$ cat config.mk
export PLATFORM = sky130hd
export DESIGN_NAME = score_display_ctrl
export DESIGN_NICKNAME = d
export VERILOG_FILES = /design/src/rtl/score_display_ctrl.sv
export SDC_FILE = /design/constraint.sdc
export NUM_CORES = 1
export LEC_CHECK = 0
export BUFFER_PORTS_ARGS = -buffer_cell sky130_fd_sc_hd__buf_2
export CELL_PAD_IN_SITES_DETAIL_PLACEMENT = 0
export CELL_PAD_IN_SITES_GLOBAL_PLACEMENT = 1
export CORE_MARGIN = 4
export CORE_UTILIZATION = 50
export CTS_CLUSTER_DIAMETER = 80
export DETAILED_ROUTE_END_ITERATION = 10
export PLACE_DENSITY = 0.83
export SYNTH_ARGS = -nofsm -noshare
export SYNTH_HDL_FRONTEND = slang
export SYNTH_SLANG_ARGS = --single-unit
$ cat constraint.sdc
create_clock -name Clock -period 4.5 [get_ports Clock]
set_clock_uncertainty 0.2 [all_clocks]
set_input_delay 0.225 -clock Clock [delete_from_list [all_inputs] [get_ports Clock]]
set_output_delay 0.225 -clock Clock [all_outputs]
set_load 0.01 [all_outputs]
$ cat src/rtl/score_display_ctrl.sv
// Two-digit BCD score keeper and game-phase sequencer feeding the two HexDecoder digits.
// Tracks a session high score, blinks the display on a new high, and blanks the leading zero.
module score_display_ctrl #(
  parameter int BLINK_TICKS     = 25000000,
  parameter bit MISS_PENALTY_EN = 1'b1
) (
  input  logic       Clock,
  input  logic       Reset,
  input  logic       Start,
  input  logic       GameOver,
  input  logic       Hit,
  input  logic       Miss,
  input  logic       ShowHigh,
  output logic [3:0] DigitOnes,
  output logic [3:0] DigitTens,
  output logic       BlankOnes,
  output logic       BlankTens,
  output logic       NewHigh,
  output logic [1:0] Phase
);

  localparam int CNT_W = $clog2(BLINK_TICKS);

  typedef enum logic [1:0] {
    IDLE   = 2'd0,
    PLAY   = 2'd1,
    COMMIT = 2'd2,
    OVER   = 2'd3
  } state_e;

  state_e           state_q, state_d;
  logic [3:0]       score_tens_q, score_tens_d, score_ones_q, score_ones_d;
  logic [3:0]       high_tens_q, high_tens_d, high_ones_q, high_ones_d;
  logic             new_high_q, new_high_d;
  logic [CNT_W-1:0] blink_cnt_q, blink_cnt_d;
  logic             blink_hidden_q, blink_hidden_d;
  logic [3:0]       digit_ones_q, digit_ones_d, digit_tens_q, digit_tens_d;
  logic             blank_ones_q, blank_ones_d, blank_tens_q, blank_tens_d;

  logic       miss_eff;
  logic       score_beats_high;
  logic [3:0] inc_tens, inc_ones, dec_tens, dec_ones;
  logic       show_high, hidden;
  logic [3:0] disp_tens, disp_ones;

  // Saturating BCD increment/decrement candidates for the current score
  always_comb begin
    inc_tens = score_tens_q;
    inc_ones = score_ones_q;
    dec_tens = score_tens_q;
    dec_ones = score_ones_q;
    if (!(score_tens_q == 4'd9 && score_ones_q == 4'd9)) begin
      if (score_ones_q == 4'd9) begin
        inc_ones = 4'd0;
        inc_tens = score_tens_q + 4'd1;
      end else begin
        inc_ones = score_ones_q + 4'd1;
      end
    end
    if (!(score_tens_q == 4'd0 && score_ones_q == 4'd0)) begin
      if (score_ones_q == 4'd0) begin
        dec_ones = 4'd9;
        dec_tens = score_tens_q - 4'd1;
      end else begin
        dec_ones = score_ones_q - 4'd1;
      end
    end
  end

  assign miss_eff         = Miss && MISS_PENALTY_EN;
  assign score_beats_high = (score_tens_q > high_tens_q) ||
                            (score_tens_q == high_tens_q && score_ones_q > high_ones_q);

  always_comb begin
    state_d        = state_q;
    score_tens_d   = score_tens_q;
    score_ones_d   = score_ones_q;
    high_tens_d    = high_tens_q;
    high_ones_d    = high_ones_q;
    new_high_d     = new_high_q;
    blink_cnt_d    = blink_cnt_q;
    blink_hidden_d = blink_hidden_q;
    case (state_q)
      IDLE: begin
        if (Start) begin
          state_d      = PLAY;
          score_tens_d = 4'd0;
          score_ones_d = 4'd0;
        end
      end
      PLAY: begin
        if (Hit && !miss_eff) begin
          score_tens_d = inc_tens;
          score_ones_d = inc_ones;
        end else if (miss_eff && !Hit) begin
          score_tens_d = dec_tens;
          score_ones_d = dec_ones;
        end
        if (GameOver) state_d = COMMIT;
      end
      COMMIT: begin
        state_d        = OVER;
        blink_cnt_d    = '0;
        blink_hidden_d = 1'b0;
        new_high_d     = score_beats_high;
        if (score_beats_high) begin
          high_tens_d = score_tens_q;
          high_ones_d = score_ones_q;
        end
      end
      OVER: begin
        if (Start) begin
          state_d      = PLAY;
          score_tens_d = 4'd0;
          score_ones_d = 4'd0;
          new_high_d   = 1'b0;
        end else if (blink_cnt_q == CNT_W'(BLINK_TICKS - 1)) begin
          blink_cnt_d    = '0;
          blink_hidden_d = !blink_hidden_q;
        end else begin
          blink_cnt_d = blink_cnt_q + 1'b1;
        end
      end
      default: state_d = IDLE;
    endcase
  end

  // Display selection; ShowHigh overrides everything, including the blink
  always_comb begin
    show_high    = ShowHigh || (state_q == IDLE);
    hidden       = (state_q == OVER) && new_high_q && blink_hidden_q && !ShowHigh;
    disp_tens    = show_high ? high_tens_q : score_tens_q;
    disp_ones    = show_high ? high_ones_q : score_ones_q;
    digit_tens_d = disp_tens;
    digit_ones_d = disp_ones;
    blank_ones_d = hidden;
    blank_tens_d = hidden || (disp_tens == 4'd0);
  end

  always_ff @(posedge Clock) begin
    if (Reset) begin
      state_q        <= IDLE;
      score_tens_q   <= 4'd0;
      score_ones_q   <= 4'd0;
      high_tens_q    <= 4'd0;
      high_ones_q    <= 4'd0;
      new_high_q     <= 1'b0;
      blink_cnt_q    <= '0;
      blink_hidden_q <= 1'b0;
      digit_ones_q   <= 4'd0;
      digit_tens_q   <= 4'd0;
      blank_ones_q   <= 1'b0;
      blank_tens_q   <= 1'b0;
    end else begin
      state_q        <= state_d;
      score_tens_q   <= score_tens_d;
      score_ones_q   <= score_ones_d;
      high_tens_q    <= high_tens_d;
      high_ones_q    <= high_ones_d;
      new_high_q     <= new_high_d;
      blink_cnt_q    <= blink_cnt_d;
      blink_hidden_q <= blink_hidden_d;
      digit_ones_q   <= digit_ones_d;
      digit_tens_q   <= digit_tens_d;
      blank_ones_q   <= blank_ones_d;
      blank_tens_q   <= blank_tens_d;
    end
  end

  assign DigitOnes = digit_ones_q;
  assign DigitTens = digit_tens_q;
  assign BlankOnes = blank_ones_q;
  assign BlankTens = blank_tens_q;
  assign NewHigh   = new_high_q;
  assign Phase     = state_q;

endmodule
**Word level (Yosys, flattened, before mapping)**

Index checks and enable logic that the tools add are counted.

- Register bits after elaboration: 55
- Bits of input ports: 7
- Output and inout bits: 13
- Logic and storage cells: 93

- Add/sub/neg operators: 5
- $lt $le $gt $ge: 2
- Equal/unequal tests: 17
- Muxes and demuxes: 28
- Reduce and logical (&&, ||, !) cells: 29

Operator list:

| cell | count |
|---|---|
| $mux W4 | 15 |
| $mux W25 | 2 |
| $pmux W25 S2 | 1 |
| $add A25 B1 Y25 const B | 1 |
| $eq A25 B25 Y1 const B | 1 |
| $pmux W4 S2 | 2 |
| $ne A3 B3 Y1 const B | 5 |
| $logic_not A4 Y1 | 3 |
| $add A4 B1 Y4 const B | 2 |
| $eq A4 B4 Y1 const B | 2 |
| $gt A4 B4 Y1 | 2 |
| $logic_and A1 B1 Y1 | 8 |
| $ne A2 B2 Y1 const B | 4 |
| $reduce_and A2 Y1 | 4 |
| $sub A4 B1 Y4 const B | 2 |
| $reduce_and A7 Y1 | 1 |
| $pmux W2 S3 | 1 |
| $reduce_and A5 Y1 | 1 |
| $eq A2 B2 Y1 const B | 2 |
| $eq A4 B4 Y1 | 1 |
| $logic_not A1 Y1 | 4 |
| $mux W2 | 2 |
| $pmux W1 S2 | 2 |
| $reduce_bool A2 Y1 | 2 |
| 7 further kinds | 11 |

**Longest topological paths before layout**

Gate-level depths: netlist (run 1).

- Depth in word-level cells: 6
- Gate-level depth with buffers: 9
- Depth with buffers taken out: 8

**Least setup slack after synthesis (run 1)**

Ideal clock, no wire load.

- Path type: register -> register
- Start point: register score_ones_q[0]
- End point: register score_ones_q[1]
- Setup time: 70 ps
- Arrival time: 2024 ps
- Required time: 4230 ps
- Setup slack: 2206 ps
- Stages on the path, launching flop included: 8
- Path buffers: 0
- Period minus slack after synthesis: 2294 ps
- Cells stage by stage: dfxtp_1 inv_1 ha_1 nor3b_4 a2111oi_2 o21ai_2 or3_1 a21oi_1

- Longest elaborated chain between the ends: 6
- Elaborated cells between the ends (all ways): 16
- Those cells by class: 2 x add/sub; 3 x eq/ne; 7 x mux; 4 x reduce/logical

RTL lines:

| element | RTL line | RTL |
|---|---|---|
| start, declared | 32 | `logic [3:0] score_tens_q, score_tens_d, score_ones_q, score_ones_d;` |
| start signal, assigned | 157 | `score_ones_q <= score_ones_d;` |
| $sub A4 B1 Y4 / $logic_not A4 Y1 (equally long branches) | 65, 60, 61 |  |
| $mux W4 | 61 | `if (score_ones_q == 4'd0) begin` |
| $mux W4 | 60 | `if (!(score_tens_q == 4'd0 && score_ones_q == 4'd0)) begin` |
| $mux W4 | 95 | `end else if (miss_eff && !Hit) begin` |
| $mux W4 | 92 | `if (Hit && !miss_eff) begin` |
| $pmux W4 S2 | 83 | `case (state_q)` |

Several ways; a longest one is shown, not always the timed one. The select of a mux whose other input is x is not followed.
A chain may end at the register's enable or synchronous reset.

**Final worst setup path (run 1)**

Ends and elaborated chain as after synthesis.

==> results of run 1 <==
area by class of cell:
| cell class | count | share of cell area [%] |
|---|---|---|
| clock inverters | 3 | 0.8550 |
| clock buffers | 5 | 2.045 |
| repair buffers | 20 | 3.123 |
| multi-input cells | 279 | 56.36 |
| flip-flops and latches | 55 | 32.71 |
| well taps | 75 | 2.788 |
| inverters | 19 | 2.119 |
repair_timing:
item | in CTS | in global routing
hold endpoints to repair | 1 | 0
hold buffers | 1 | 0
setup buffers | 0 | 0
cell families (layout without fill, tap and decap cells):
kind of cell	Yosys count	count (layout)
simple gates	161	161
compound gates	69	69
flops	55	55
buf+inv	34	47
fa+ha+maj	18	18
xor+xnor	18	18
mux	13	13
worst min-delay path, stage by stage:
cell	delay, ns
sky130_fd_sc_hd__buf_2	0.12
sky130_fd_sc_hd__or4_1	0.11
sky130_fd_sc_hd__a21oi_1	0.05
cell usage after synthesis (2+ instances only):
master,n
sky130_fd_sc_hd__o21ai_0,10
sky130_fd_sc_hd__nand3b_1,3
sky130_fd_sc_hd__nor2b_1,2
sky130_fd_sc_hd__nor3b_1,2
sky130_fd_sc_hd__buf_2,3
sky130_fd_sc_hd__nor4_1,3
sky130_fd_sc_hd__nand2_1,36
sky130_fd_sc_hd__and4_1,4
sky130_fd_sc_hd__nor4b_1,2
sky130_fd_sc_hd__and2b_1,2
sky130_fd_sc_hd__or4_1,5
sky130_fd_sc_hd__o41ai_1,3
sky130_fd_sc_hd__or2b_1,3
sky130_fd_sc_hd__xor2_1,6
sky130_fd_sc_hd__a31oi_1,3
sky130_fd_sc_hd__or3_1,3
sky130_fd_sc_hd__nor3_1,8
sky130_fd_sc_hd__o31ai_1,4
sky130_fd_sc_hd__nand3_1,10
sky130_fd_sc_hd__inv_1,18
sky130_fd_sc_hd__nand4_1,9
sky130_fd_sc_hd__or2_2,3
sky130_fd_sc_hd__clkbuf_1,8
sky130_fd_sc_hd__a21boi_0,2
sky130_fd_sc_hd__ha_1,18
sky130_fd_sc_hd__buf_6,4
sky130_fd_sc_hd__a21oi_1,27
sky130_fd_sc_hd__o211ai_1,2
sky130_fd_sc_hd__nand2b_1,18
sky130_fd_sc_hd__o2111ai_1,2
sky130_fd_sc_hd__and3_1,3
sky130_fd_sc_hd__dfxtp_1,55
sky130_fd_sc_hd__o221ai_2,2
sky130_fd_sc_hd__nor2_1,35
sky130_fd_sc_hd__mux2i_1,11
sky130_fd_sc_hd__xnor2_1,12
power groups by stage:
stage	clock network (mW)	logic, mW	registers [mW]
global placement	0	0.681	0.637
floorplan	0	0.574	0.601
detailed placement	0	0.683	0.638
global route	0.324	0.783	0.639
finish	0.299	0.687	0.629
CTS	0.305	0.688	0.627
placed cells by master (no fill, tap or decap), types with 4 or more instances in the layout:
| cell type | count |
|---|---|
| sky130_fd_sc_hd__or4_1 | 5 |
| sky130_fd_sc_hd__nand2_1 | 36 |
| sky130_fd_sc_hd__inv_1 | 18 |
| sky130_fd_sc_hd__and4_1 | 4 |
| sky130_fd_sc_hd__o21ai_0 | 10 |
| sky130_fd_sc_hd__a21oi_1 | 27 |
| sky130_fd_sc_hd__ha_1 | 18 |
| sky130_fd_sc_hd__buf_2 | 19 |
| sky130_fd_sc_hd__o31ai_1 | 4 |
| sky130_fd_sc_hd__nand3_1 | 10 |
| sky130_fd_sc_hd__nand4_1 | 9 |
| sky130_fd_sc_hd__nor2_1 | 35 |
| sky130_fd_sc_hd__dfxtp_1 | 55 |
| sky130_fd_sc_hd__nor3_1 | 8 |
| sky130_fd_sc_hd__nand2b_1 | 18 |
| sky130_fd_sc_hd__xor2_1 | 6 |
| sky130_fd_sc_hd__clkbuf_8 | 5 |
| sky130_fd_sc_hd__xnor2_1 | 12 |
| sky130_fd_sc_hd__mux2i_1 | 11 |
routing by layer:
layer / vias up / wire, um
li1: 1334 / -
met3: 5 / 288
met4: 0 / 48
met5: - / 0
met2: 53 / 2689
met1: 1215 / 3518
registers in the layout, summed over array words and instances (netlist names):
register / count
blink_hidden_q: 1
high_tens_q: 4
DigitOnes: 4
score_tens_q: 4
score_ones_q: 4
blink_cnt_q: 25
Phase: 2
NewHigh: 1
BlankOnes: 1
high_ones_q: 4
BlankTens: 1
DigitTens: 4
worst max path at each step:
stage | endpoint | slack (ns) | cells after the start
after CTS | score_ones_q[2] | 1.91 | 7
after detailed placement | score_ones_q[2] | 1.96 | 7
after global routing | score_tens_q[2] | 1.61 | 6
after floorplan | score_ones_q[1] | 2.21 | 7
final | score_ones_q[1] | 1.92 | 7
after global placement | score_ones_q[2] | 2.02 | 7
==> metrics, run 1 <==
result of the run finished clean; cell at the root of the clock tree sky130_fd_sc_hd__clkbuf_8; WP buf/inv 1; largest family of logic cells by synthesized area simple AND/OR/NAND/NOR gates; Post-route DRC 0; layout-stage area growth over the synthesis result 6.535%; number of cells produced by synthesis roughly 370; reg-to-reg critical path startpoint score_ones_q[0]; mean routed wirelength per cell 14.35 um; maximum number of pins on one net before global-route repair 53; number of slew-limit violations in the final report 0; Cell Int Power approximately 0.94 mW; Critical Path AT 2.63 ns; NetSw about 0.68 mW; endpoint class of the critical path flip-flop; I/O pin total 20; Die Width 87.49 um; number of placement rows 28; Peak Freq 387.0 MHz; Post-CTS Resized 0; cells along the critical path inv_1 > ha_1 > nor3b_4 > a2111oi_2 > o21ai_2 > or3_1 > a21oi_1; XOR/XNOR share of the synthesized area 4.990%; final hold violations 0; number of failing setup endpoints in the final timing report 0; worst flop-to-flop path endpoint score_ones_q[1]; number of fill cells 549; share of flip-flops with an asynchronous set or reset 0%; H-tree depth 2; met1 track demand over resource in global routing just under 30%; worst hold slack across all endpoints 0.04024 ns; Register-to-Register Path Depth 7; crit-path max FO 8; power per unit of standard cell area slightly below 500 nW/um^2; half-perimeter wire length after detailed placement approximately 4700 um; global route total overflow 0; mux share of post-synthesis cell area approximately 4.7%; Area after DPL 3258 um^2; routed via count 2607; Die Span Y ~87 um; share of the cycle needed by the critical path after routing 57.42%; required arrival time at the worst endpoint 4.55 ns; combinational share of power between 40% and 50%; number of buffers created by CTS 5; least setup slack across all paths after layout 1.916 ns; worst rel slew slack 47.53%; Startpoint Class flip-flop; layout cell share with drive strength beyond 1 11.81%; area of combinational cells with multiple inputs 1897 um^2; core occupancy in the finished layout 55.86%; Unique masters post-synth 63; post-placement cell count 447; area fraction in compound gates after synthesis 15.01%; sequential fraction of the synthesis area 34.85%; cell class contributing the biggest share of worst-path delay compound AO/OA/AOI/OAI gates; register cell area after layout about 1100 um^2; TritonCTS clock tree built; clk slew on worst S/H paths between 0.1 and 0.15 ns; via count of the first global-routing pass 2401; number of nets in the layout 405; die area 7655 um^2; count of flip-flops with a built-in enable after synthesis 0; Net Count, Synth 393; register-to-register path setup slack between 1.5 and 2 ns; antenna-violating nets left 0; overall power after layout 1.616 mW; total core area 6026 um^2; hold-critical path depth 3; maximum capacitance violations 0; largest voltage drop on the vdd net 0.2712 mV; Finished Layout Cells 456; largest area contributor in the netlist sky130_fd_sc_hd__dfxtp_1; drt pass-1 iters 5; dominant register cell in the synthesized netlist sky130_fd_sc_hd__dfxtp_1; # diodes 0; flop and latch count out of synthesis 55; fraction of the mapped netlist area in adder cells 7.129%; cell with the biggest individual delay on the critical path sky130_fd_sc_hd__a2111oi_2; final-layout setup total negative slack 0 ns; detailed-route vias per instance 5.717; Tightest Pin Transition 0.7871 ns; P_leak 1.227 nW; Post-Layout Inst Area 3366 um^2; total routed wirelength 6545 um; fraction of power consumed by the clock network a little under a fifth; path type of the worst min-delay path in2reg; start point of the worst min-delay path Start; share of the synthesized area in the top cell type 34.85%; average instance area after synthesis 8.585 um^2; global routing usage summed across all routing layers 18.64%; global-route wire length before repair 11560 um; Tmin final 2.584 ns; delay of the slowest critical-path stage 0.55 ns; insertion delay of the later-clocked pin in the worst-skew pair 0.31 ns; Port-buffer cells 19; top post-synthesis cells by area sky130_fd_sc_hd__dfxtp_1, sky130_fd_sc_hd__ha_1, sky130_fd_sc_hd__a21oi_1; effective utilization at floorplan 52.43%; proportion of total power due to net switching 41.96%; Synth Cell Area 3159 um^2; initial DRC count 126; share of total power in sequential cells 39.0%; RSZ-0062 raised after global routing no; worst setup timing slack at the placement stage 1.958 ns; initial antenna violation count 0; busiest layer in global routing met1; number of clock sinks seen by CTS 55; launch point of the worst path score_ones_q[0]; kind of critical path reg2reg; endpoint with the worst hold slack blink_hidden_q; Global Route met2 Usage 26.78%; buffers from clock root to sink, at most 2; Synth Area in Simple Gates 28.24%; met3 global-route usage ~2.8%; gp weighted congestion between 0.8 and 0.9; Ys Warns 0
No activity file was read; power rests on OpenSTA's default activity.
==> run 2, diff against run 1 <==
--- a/config.mk
+++ b/config.mk
@@ -9,10 +9,10 @@
 export CELL_PAD_IN_SITES_DETAIL_PLACEMENT = 0
 export CELL_PAD_IN_SITES_GLOBAL_PLACEMENT = 1
 export CORE_MARGIN = 4
-export CORE_UTILIZATION = 50
+export CORE_UTILIZATION = 46
 export CTS_CLUSTER_DIAMETER = 80
 export DETAILED_ROUTE_END_ITERATION = 10
-export PLACE_DENSITY = 0.83
+export PLACE_DENSITY = 0.77
 export SYNTH_ARGS = -nofsm -noshare
 export SYNTH_HDL_FRONTEND = slang
 export SYNTH_SLANG_ARGS = --single-unit
==> constraint.sdc (replaced) <==
create_clock -name Clock -period 2.6 [get_ports Clock]
set_clock_uncertainty 0.2 [all_clocks]
set_input_delay 0.13 -clock Clock [delete_from_list [all_inputs] [get_ports Clock]]
set_output_delay 0.13 -clock Clock [all_outputs]
set_load 0.01 [all_outputs]
==> run 2 against run 1 <==
Effect of this change:
- worst setup slack lost 1.7 ns
- combinational power grew 86%
- via count is essentially flat
- power grew 79%
==> metrics, run 2 (synthesis results as in run 1) <==
result of the run finished clean; half-perimeter wire length after detailed placement 4923 um (+5.1%); I/O pin total 20 (unchanged); Port-buffer cells 19 (unchanged); cells along the critical path inv_1 > ha_1 > nor3b_4 > a2111oi_2 > o21ai_2 > or3_1 > a21oi_1; Global Route met2 Usage 28.84% (+2.1 points); Startpoint Class flip-flop; clk slew on worst S/H paths 0.10 ns (about the same); final hold violations 0 (unchanged); total core area 6495 um^2 (+7.8%); cell at the root of the clock tree sky130_fd_sc_hd__clkbuf_8; crit-path max FO 7 (-1); global routing usage summed across all routing layers 16.26% (-2.4 points); path type of the worst min-delay path in2reg; die area 8258 um^2 (+7.9%); maximum capacitance violations 0 (unchanged); Post-Layout Inst Area 3480 um^2 (+3.4%); WP buf/inv 1 (unchanged); endpoint class of the critical path flip-flop; register with the most flip-flops blink_cnt_q; P_leak 1.289 nW (+5.0%); start point of the worst min-delay path Reset; share of the cycle needed by the critical path after routing 91.65% (+34 points); busiest layer in global routing met2; final-layout setup total negative slack 0 ns (unchanged); most common cell after layout, fill and taps aside sky130_fd_sc_hd__dfxtp_1; max FFs per register 25 (unchanged); initial antenna violation count 0 (unchanged); # diodes 0 (unchanged); layout cell share with drive strength beyond 1 13.99% (+2.2 points); Tightest Pin Transition 0.6999 ns (-0.08721 ns); number of fill cells 618 (+13%); least setup slack across all paths after layout 0.2172 ns (-1.699 ns); insertion delay of the later-clocked pin in the worst-skew pair 0.30 ns (about the same); global route total overflow 0 (unchanged); delay of the slowest critical-path stage 0.56 ns (about the same); number of nets in the layout 418 (+3.2%); worst rel slew slack 53.30% (+5.8 points); RSZ-0062 raised after global routing no; worst hold slack across all endpoints 0.08971 ns (+0.04947 ns); Post-route DRC 0 (unchanged); number of buffers created by CTS 5 (unchanged); launch point of the worst path score_ones_q[0]; met1 track demand over resource in global routing 20.69% (-8.4 points); Tmin final 2.383 ns (-0.2010 ns); buffers from clock root to sink, at most 2 (unchanged); maximum number of pins on one net before global-route repair 33 (-38%); global-route wire length before repair 11360 um (-1.7%); required arrival time at the worst endpoint 2.63 ns (-1.92 ns); detailed-route vias per instance 5.543 (-3.1%); worst setup timing slack at the placement stage 0.2638 ns (-1.694 ns); number of slew-limit violations in the final report 0 (unchanged); via count of the first global-routing pass 2435 (+1.4%); cell class contributing the biggest share of worst-path delay compound AO/OA/AOI/OAI gates; TritonCTS clock tree built; reg-to-reg critical path startpoint score_ones_q[0]; routed via count 2605 (-0.077%); antenna-violating nets left 0 (unchanged); number of failing setup endpoints in the final timing report 0 (unchanged); effective utilization at floorplan 48.64% (-3.8 points); initial DRC count 147 (+17%); Peak Freq 419.7 MHz (+8.4%); area of combinational cells with multiple inputs 1897 um^2 (unchanged); post-CTS setup-driven buffer insertion count 0 (unchanged); Area after DPL 3343 um^2 (+2.6%); Die Span Y 90.88 um (+3.9%); Critical Path AT 2.41 ns (-0.22 ns); number of placement rows 29 (+3.6%); H-tree depth 2 (unchanged); number of clock sinks seen by CTS 55 (unchanged); drt pass-1 iters 5 (unchanged); met3 global-route usage 2.500% (-0.34 points); gp weighted congestion 0.7809 (-7.2%); kind of critical path reg2reg; layout-stage area growth over the synthesis result 10.14%; cell with the biggest individual delay on the critical path sky130_fd_sc_hd__a2111oi_2; most frequent cells in the layout sky130_fd_sc_hd__dfxtp_1, sky130_fd_sc_hd__nand2_1, sky130_fd_sc_hd__nor2_1; power per unit of standard cell area 832.5 nW/um^2 (+73%); mean routed wirelength per cell 14.15 um (-1.4%); Die Width 90.88 um (+3.9%); total routed wirelength 6651 um (+1.6%); largest voltage drop on the vdd net 0.3355 mV (+24%); register cell area after layout 1101 um^2 (unchanged)
## run 2: cell count changes in the layout (fill, tap and decap cells not counted)
cell	delta
sky130_fd_sc_hd__bufinv_16	+1
sky130_fd_sc_hd__clkinv_4	-2
sky130_fd_sc_hd__buf_4	+11
sky130_fd_sc_hd__inv_8	-1
sky130_fd_sc_hd__clkinvlp_4	+1
sky130_fd_sc_hd__dlygate4sd3_1	+2
## run 2: cell type report
class | count | area share, %
flip-flops and latches | 55 | 31.64
repair buffers | 33 | 5.969
clock inverters | 2 | 1.079
inverters | 19 | 2.050
multi-input cells | 279 | 54.51
well taps | 77 | 2.769
clock buffers | 5 | 1.978
## run 2: path summary, 6_finish.rpt
check	slack, ns	to	depth (start not counted)
min reg2reg	0.27	blink_cnt_q[1]	2
min	0.09	score_tens_q[0]	2
max	0.22	score_ones_q[1]	7
max reg2reg	0.22	score_ones_q[1]	7
## run 2: stage by stage
step	cells	util [%]	power [mW]
finish	470	53.57	2.897
global route	470	53.57	3.108
CTS	470	53.57	2.919
detailed placement	460	51.47	2.353
global placement	460	51.47	2.360
floorplan	368	-	2.035
## run 2: where the power goes
part	switching [mW]	internal, mW
sequential	0.128	0.936
combinational	0.728	0.548
clock	0.276	0.282
total	1.13	1.77
## run 2: per-layer routing
layer | share of wire [%] | routed length (um)
met4 | 0.93 | 62
met1 | 48 | 3223
met2 | 48 | 3204
met5 | 0 | 0
met3 | 2.4 | 161
## run 2: repair_timing
action | in CTS | in global routing
hold buffers | 3 | 0
resized for setup | 0 | 0
setup endpoints to repair | 0 | 0
hold endpoints to repair | 4 | 0
==> run 3, diff against run 2 <==
--- a/config.mk
+++ b/config.mk
@@ -12,6 +12,7 @@
 export CORE_UTILIZATION = 46
 export CTS_CLUSTER_DIAMETER = 80
 export DETAILED_ROUTE_END_ITERATION = 10
+export MAX_ROUTING_LAYER = met4
 export PLACE_DENSITY = 0.77
 export SYNTH_ARGS = -nofsm -noshare
 export SYNTH_HDL_FRONTEND = slang
==> run 3 against run 2 <==
Effect of this change:
- critical path depth stayed put
- final cell count stayed put
- sequential share of layout area stayed put
- critical path type unchanged
==> metrics, run 3 (synthesis results as in run 1) <==
result of the run finished clean; Critical Path AT 2.42 ns (about the same); kind of critical path reg2reg; most frequent cells in the layout sky130_fd_sc_hd__dfxtp_1, sky130_fd_sc_hd__nand2_1, sky130_fd_sc_hd__nor2_1; global routing usage summed across all routing layers 16.74% (+0.47 points); number of placement rows 29 (unchanged); required arrival time at the worst endpoint 2.63 ns (about the same); antenna-violating nets left 0 (unchanged); Die Span Y 90.88 um (unchanged); Peak Freq 417.2 MHz (-0.59%); initial antenna violation count 0 (unchanged); global-route wire length before repair 11380 um (+0.12%); number of buffers created by CTS 5 (unchanged); share of the cycle needed by the critical path after routing 92.19% (+0.54 points); Register-to-Register Path Depth 7 (unchanged); endpoint class of the critical path flip-flop; proportion of total power due to net switching 39.09% (+0.044 points); number of failing setup endpoints in the final timing report 0 (unchanged); NetSw 1.133 mW (+0.20%); register-to-register path setup slack 0.20 ns (about the same); share of total power in sequential cells 36.7% (about the same); Tightest Pin Transition 0.6983 ns (-0.001559 ns); Port-buffer cells 19 (unchanged); Die Width 90.88 um (unchanged); detailed-route vias per instance 5.502 (-0.73%); number of slew-limit violations in the final report 0 (unchanged); die area 8258 um^2 (unchanged); most common cell after layout, fill and taps aside sky130_fd_sc_hd__dfxtp_1; clk slew on worst S/H paths 0.10 ns (about the same); layout cell share with drive strength beyond 1 13.99% (unchanged); Post-route DRC 0 (unchanged); gp weighted congestion 0.7917 (+1.4%); initial DRC count 146 (-0.68%); worst setup timing slack at the placement stage 0.2638 ns (unchanged); largest voltage drop on the vdd net 0.3360 mV (+0.15%); via count of the first global-routing pass 2434 (-0.041%); maximum number of pins on one net before global-route repair 33 (unchanged); number of nets in the layout 418 (unchanged); cell at the root of the clock tree sky130_fd_sc_hd__clkbuf_8; power per unit of standard cell area 833.3 nW/um^2 (about the same); least setup slack across all paths after layout 0.2031 ns (-0.01408 ns); number of clock sinks seen by CTS 55 (unchanged); Startpoint Class flip-flop; global route total overflow 0 (unchanged); worst rel slew slack 53.40% (+0.10 points); fraction of power consumed by the clock network 19.3% (about the same); half-perimeter wire length after detailed placement 4923 um (unchanged); Cell Int Power 1.766 mW (about the same); total routed wirelength 6686 um (+0.53%); max FFs per register 25 (unchanged); buffers from clock root to sink, at most 2 (unchanged); final-layout setup total negative slack 0 ns (unchanged); maximum capacitance violations 0 (unchanged); post-CTS setup-driven buffer insertion count 0 (unchanged); TritonCTS clock tree built; combinational share of power 44.1% (about the same); I/O pin total 20 (unchanged); overall power after layout 2.899 mW (about the same); mean routed wirelength per cell 14.23 um (+0.53%); hold-critical path depth 2 (unchanged); layout-stage area growth over the synthesis result 10.14% (unchanged); effective utilization at floorplan 48.64% (unchanged); RSZ-0062 raised after global routing no; Tmin final 2.397 ns (+0.01408 ns); final hold violations 0 (unchanged); insertion delay of the later-clocked pin in the worst-skew pair 0.30 ns (about the same); crit-path max FO 7 (unchanged); worst hold slack across all endpoints 0.08778 ns (-0.001927 ns); H-tree depth 2 (unchanged); total core area 6495 um^2 (unchanged); register with the most flip-flops blink_cnt_q; # diodes 0 (unchanged); routed via count 2586 (-0.73%); drt pass-1 iters 5 (unchanged); core occupancy in the finished layout 53.57% (unchanged); P_leak 1.289 nW (unchanged); path type of the worst min-delay path in2reg
[run 3: worst max-delay path, cell delays in order, from the launching register on]
cell and delay [ns]:
sky130_fd_sc_hd__dfxtp_1 0.34, sky130_fd_sc_hd__inv_1 0.09, sky130_fd_sc_hd__ha_1 0.26, sky130_fd_sc_hd__nor3b_4 0.18, sky130_fd_sc_hd__a2111oi_2 0.56, sky130_fd_sc_hd__o21ai_2 0.16
sky130_fd_sc_hd__or3_1 0.37, sky130_fd_sc_hd__a21oi_1 0.15
[run 3: repair_timing]
action | 4_1_cts | 5_1_grt
hold endpoints to repair | 4 | 0
hold buffers | 3 | 0
gates resized for setup | 0 | 0
[run 3: power groups by stage]
stage	combinational, mW	sequential, mW	clock [mW]
after floorplan	0.994	1.04	0
after global placement	1.28	1.08	0
after detailed placement	1.27	1.08	0
after CTS	1.28	1.06	0.576
after global routing	1.42	1.08	0.604
final	1.28	1.06	0.558
[run 3: final cells by class]
| class | count | area, um^2 |
|---|---|---|
| Multi-Input combinational cell | 279 | 1897 |
| Tap cell | 77 | 96.34 |
| Timing Repair Buffer | 33 | 207.7 |
| Fill cell | 618 | 3015 |
| Sequential cell | 55 | 1101 |
| Clock inverter | 2 | 37.54 |
| Inverter | 19 | 71.32 |
| Clock buffer | 5 | 68.82 |
[run 3: through the flow]
stage               cells  cell area (um^2)
CTS                   470              3480
detailed placement    460              3343
floorplan             368              3159
global placement      460              3343
finish                470              3480
global route          470              3480
[run 3: per-layer routing]
| layer | up-vias | track usage (%) | share of wire [%] |
|---|---|---|---|
| met1 | 1183 | 20.79 | 49 |
| li1 | 1362 | - | - |
| met3 | 6 | 2.500 | 2.3 |
| met5 | - | - | 0 |
| met4 | 0 | 3.769 | 0.82 |
| met2 | 35 | 28.78 | 48 |
[run 3: final timing paths]
check / start / end
worst min-delay path: Reset / score_tens_q[0]
worst max register to register: score_ones_q[0] / score_ones_q[1]
worst min register to register: blink_cnt_q[1] / blink_cnt_q[1]
worst max-delay path: score_ones_q[0] / score_ones_q[1]
